## config.mk

```make
export PLATFORM = sky130hd
export DESIGN_NAME = sap1_datapath
export DESIGN_NICKNAME = d
export VERILOG_FILES = /design/src/rtl/sap1_datapath.sv
export SDC_FILE = /design/constraint.sdc
export NUM_CORES = 1
export LEC_CHECK = 0
export CORE_MARGIN = 2
export CORE_UTILIZATION = 59
export DETAILED_ROUTE_END_ITERATION = 16
export PLACE_DENSITY_LB_ADDON = 0.15
export SKIP_CTS_REPAIR_TIMING = 1
export SYNTH_ARGS = -nofsm -noshare
export SYNTH_HDL_FRONTEND = slang
export SYNTH_SLANG_ARGS = --single-unit
export TNS_END_PERCENT = 50
```

## constraint.sdc

```tcl
create_clock -name clock -period 3.97 [get_ports clock]
set_input_delay 0.397 -clock clock [delete_from_list [all_inputs] [get_ports clock]]
set_output_delay 0.397 -clock clock [all_outputs]
set_load 0.005 [all_outputs]
```

## src/rtl/sap1_datapath.sv

```systemverilog
// SAP-1 datapath: PC, MAR, 16x8 RAM, IR, A, B, add/sub ALU, OUT and the shared W bus.
// Driven each T-state by the controller's 12-bit control word; returns the opcode nibble.
module sap1_datapath #(
    parameter int DATA_W = 8,
    parameter int ADDR_W = 4
) (
    input  logic              clock,
    input  logic              clr,
    input  logic              Cp,
    input  logic              Ep,
    input  logic              Lm_barra,
    input  logic              CE_barra,
    input  logic              Li_barra,
    input  logic              Ei_barra,
    input  logic              La_barra,
    input  logic              Ea,
    input  logic              Su,
    input  logic              Eu,
    input  logic              Lb_barra,
    input  logic              Lo_barra,
    input  logic              prog_we,
    input  logic [ADDR_W-1:0] prog_addr,
    input  logic [DATA_W-1:0] prog_data,
    output logic [3:0]        ri,
    output logic [DATA_W-1:0] out_reg,
    output logic [DATA_W-1:0] bus,
    output logic              bus_conflict,
    output logic              halted
);

    localparam int DEPTH = 2 ** ADDR_W;
    localparam logic [ADDR_W-1:0] PC_STEP = {{(ADDR_W-1){1'b0}}, 1'b1};

    logic [ADDR_W-1:0] pc_r;
    logic [ADDR_W-1:0] mar_r;
    logic [DATA_W-1:0] ir_r;
    logic [DATA_W-1:0] a_r;
    logic [DATA_W-1:0] b_r;
    logic [DATA_W-1:0] out_r;
    logic              conflict_r;
    logic [DATA_W-1:0] ram_r [DEPTH];

    logic [DATA_W-1:0] ram_rd_s;
    logic [DATA_W-1:0] alu_s;
    logic [DATA_W-1:0] bus_s;
    logic [2:0]        n_drv_s;

    // Number of units currently enabled onto the W bus.
    function automatic logic [2:0] count_drivers(input logic [4:0] en);
        logic [2:0] n;
        n = 3'd0;
        for (int i = 0; i < 5; i++) begin
            n = n + {2'b00, en[i]};
        end
        return n;
    endfunction

    assign ram_rd_s = ram_r[mar_r];
    // Subtraction is A + ~B + 1; the carry out is simply dropped.
    assign alu_s    = a_r + (b_r ^ {DATA_W{Su}}) + {{(DATA_W-1){1'b0}}, Su};
    assign n_drv_s  = count_drivers({Ep, ~CE_barra, ~Ei_barra, Ea, Eu});

    // Priority bus mux; a well-formed control word enables at most one driver.
    always_comb begin
        bus_s = {DATA_W{1'b0}};
        if (Ep) begin
            bus_s = {{(DATA_W-ADDR_W){1'b0}}, pc_r};
        end else if (!CE_barra) begin
            bus_s = ram_rd_s;
        end else if (!Ei_barra) begin
            bus_s = {{(DATA_W-4){1'b0}}, ir_r[3:0]};
        end else if (Ea) begin
            bus_s = a_r;
        end else if (Eu) begin
            bus_s = alu_s;
        end else begin
            bus_s = {DATA_W{1'b0}};
        end
    end

    // Loader write port; memory contents survive clr.
    always_ff @(posedge clock) begin
        if (prog_we) begin
            ram_r[prog_addr] <= prog_data;
        end
    end

    // Architectural registers: every load samples this cycle's bus value.
    always_ff @(posedge clock) begin
        if (clr) begin
            pc_r       <= {ADDR_W{1'b0}};
            mar_r      <= {ADDR_W{1'b0}};
            ir_r       <= {DATA_W{1'b0}};
            a_r        <= {DATA_W{1'b0}};
            b_r        <= {DATA_W{1'b0}};
            out_r      <= {DATA_W{1'b0}};
            conflict_r <= 1'b0;
        end else begin
            if (Cp)        pc_r  <= pc_r + PC_STEP;
            if (!Lm_barra) mar_r <= bus_s[ADDR_W-1:0];
            if (!Li_barra) ir_r  <= bus_s;
            if (!La_barra) a_r   <= bus_s;
            if (!Lb_barra) b_r   <= bus_s;
            if (!Lo_barra) out_r <= bus_s;
            conflict_r <= (n_drv_s > 3'd1);
        end
    end

    assign ri           = ir_r[DATA_W-1:DATA_W-4];
    assign halted       = (ri == 4'hF);
    assign out_reg      = out_r;
    assign bus          = bus_s;
    assign bus_conflict = conflict_r;

endmodule

```

==> results.cfg <==
[critical_path]
reg2reg_depth = 6
worst_setup_path_end_kind = primary output
required_ns = 3.57
worst-setup-path-type = in -> out
start_kind = input pin
crit_fanout = 5
worstPathArrival_ns = 3.22

[drt]
wl_microns = 15800
via_per_inst = 6.00
wl_met3_microns = 648
ant_nets = 0
top_layer = met4
post_drt_wl_per_cell_microns = 20.4
num_vias = 4665
drt-met1-wl_microns = 6750
drt-initial-drc-count = 381
drc = 0
drtPass1Iterations = 5
wl_met2_microns = 8230

[floorplanning]
die_area_sq_um = 13700
initial_core_util_pct = 60.0
design.core.area_sq_um = 12600
rows = 41
fp.dieW_microns = 117
pin_count = 49
die_height_microns = 117

[timing]
final.setup.tns_ns = 0
hold_viol_final = 0
max-slew-margin-rel_pct = 33.5
fin_crit_sh_pct = 91.1
slew_viol_final = 0
tightest_slew_ns = 0.994
fin_crit_ns = 3.62
postLayoutSetupSlackWorst_ns = 0.353
rsz0062_at_grt = no
fmaxAchievable_ghz = 0.276
finClkSkew_ns = 0.00820
final-setup-viol-count = 0

[clock_network]
clock_sinks = 173
cts_buffers = 17
clkTransAtPathRegs_ns = 0.06
cts_tree = done
root_buffer = clkbuf_16
htree_levels = 4
insertion_delay_ns = 0.43
cts.path.max_buffers = 2

[global_route]
grt_max_degree = 31
antenna_found_initial = 0
grt_pass1_vias = 4608
overflow = 0
grtUsageTotal_pct = 25.1
grt_pass1_wl_microns = 24600

[pwr]
ir_worst_vdd_mv = 0.430
p_leak_nw = 2.93
powerDensity_nw_per_um2 = 463

[yosys]
synth_edf_count = 128
synth_fp_nets = 580
synthTopCellsByArea = edfxtp_1 51%, dfxtp_1 12%, mux4_2 4.2%, mux2i_1 3.7%, mux4_1 2.8%
synth_top_area_cell = edfxtp_1
synth.avg_cell_area_sq_um = 13.9
yosys_register_bits = 173
syn_inst = 543
async_flop_share_pct = 0
yosysWarnings = 0
synth_flop_cell = edfxtp_1
syn_area_sq_um = 7540
synth_top_area_share_pct = 51.0
ys_seq_area_share_pct = 62.9
yosys.cell_types.count = 62

[cells_and_area]
fin_area_sq_um = 8720
final_cell_mix = 128 x edfxtp_1, 50 x nor2_1, 48 x clkdlybuf4s50_1
layout_commonest_cell = edfxtp_1
largest_register_ffs = 128
syn_to_final_growth_pct = 15.6
drive_gt1_share_pct = 13.7
multi_input_area_sq_um = 2550
regMostFlops = ram_r
fillers = 868
nets = 630
antennaDiodeCount = 0
ff_latch_area_sq_um = 4740

[status]
status = finished clean

[placed_design]
io_buffers = 48
place_hpwl_microns = 10800
dp_slack_ns = 0.371
gp_congestion = 0.865
placedInstanceArea_sq_um = 8150

[job]
maxCapViolations = 0

[hold_path]
hp-class = reg -> reg
hold_depth = 2
[layer usage]
metal | up-vias | track usage [%]
li1 | 2187 | -
met1 | 2334 | 31.9
met2 | 128 | 43.2
met3 | 16 | 5.46
met4 | 0 | 8.39
met5 | - | 0
[Yosys cell counts (5+ instances only)]
| library cell | number |
|---|---|
| nand2b_1 | 6 |
| edfxtp_1 | 128 |
| a21oi_1 | 21 |
| dfxtp_1 | 45 |
| nor3_1 | 8 |
| buf_4 | 8 |
| xor2_1 | 10 |
| buf_2 | 12 |
| nor2_1 | 50 |
| o32ai_1 | 8 |
| mux4_1 | 8 |
| inv_1 | 10 |
| nor2b_1 | 8 |
| nand3_1 | 10 |
| clkbuf_1 | 7 |
| o21ai_0 | 16 |
| a2111oi_0 | 5 |
| a22oi_1 | 8 |
| or2_2 | 5 |
| mux2i_1 | 28 |
| ha_1 | 8 |
| mux4_2 | 14 |
| nor4_1 | 5 |
| nand2_1 | 34 |
| nand3b_1 | 8 |
[layout make-up]
type                    count  share of cell area [%]
flip-flops and latches    173                    54.4
multi-input cells         326                    29.2
repair buffers             65                    6.97
clock buffers              20                    5.01
well taps                 172                    2.47
clock inverters            12                    1.49
inverters                  10                   0.431
[path summary, 6_finish.rpt]
path	end	start	slack, ns
setup / recovery	bus[4]	Su	0.35
hold / removal	out_reg[7]	out_reg[7]	0.47
setup reg to reg	mar_r[0]	flop	1.42
hold reg to reg	out_reg[7]	out_reg[7]	0.47
[power breakdown]
part           internal, mW  switching (mW)
registers              1.99          0.0365
logic                 0.190           0.219
clock network         0.884           0.711
total                  3.07           0.966
[cells by family (layout without fill, tap and decap cells)]
family | after synthesis | in the layout | share of synthesized area [%]
AOI/OAI and AO/OA | 95 | 95 | 8.94
xor gates and xnor gates | 14 | 14 | 1.63
buffers and inverters | 44 | 107 | 3.30
and+or+nand+nor | 153 | 153 | 10.1
adders and majority gates | 10 | 10 | 1.86
muxes | 54 | 54 | 11.3
DFF | 173 | 173 | 62.9
[critical path, stage by stage]
cell,delay [ns]
clkdlybuf4s50_1,0.53
mux2i_1,0.29
inv_1,0.10
fa_1,0.43
a211oi_1,0.27
o21ai_0,0.11
o21ai_0,0.14
and3_1,0.27
nor2_1,0.06
nor2_1,0.11
clkdlybuf4s50_1,0.50
[per-stage QoR]
stage	std cells	power [mW]	hold WS (ns)	util, %
3_5_place_dp	746	2.48	0.460	64.9
6_report	778	4.03	0.471	69.4
2_1_floorplan	543	2.32	0.441	-
5_1_grt	778	4.18	0.492	69.4
4_1_cts	778	4.06	0.470	69.4
3_3_place_gp	746	2.46	0.461	64.9
(Power assumes the default switching activity.)
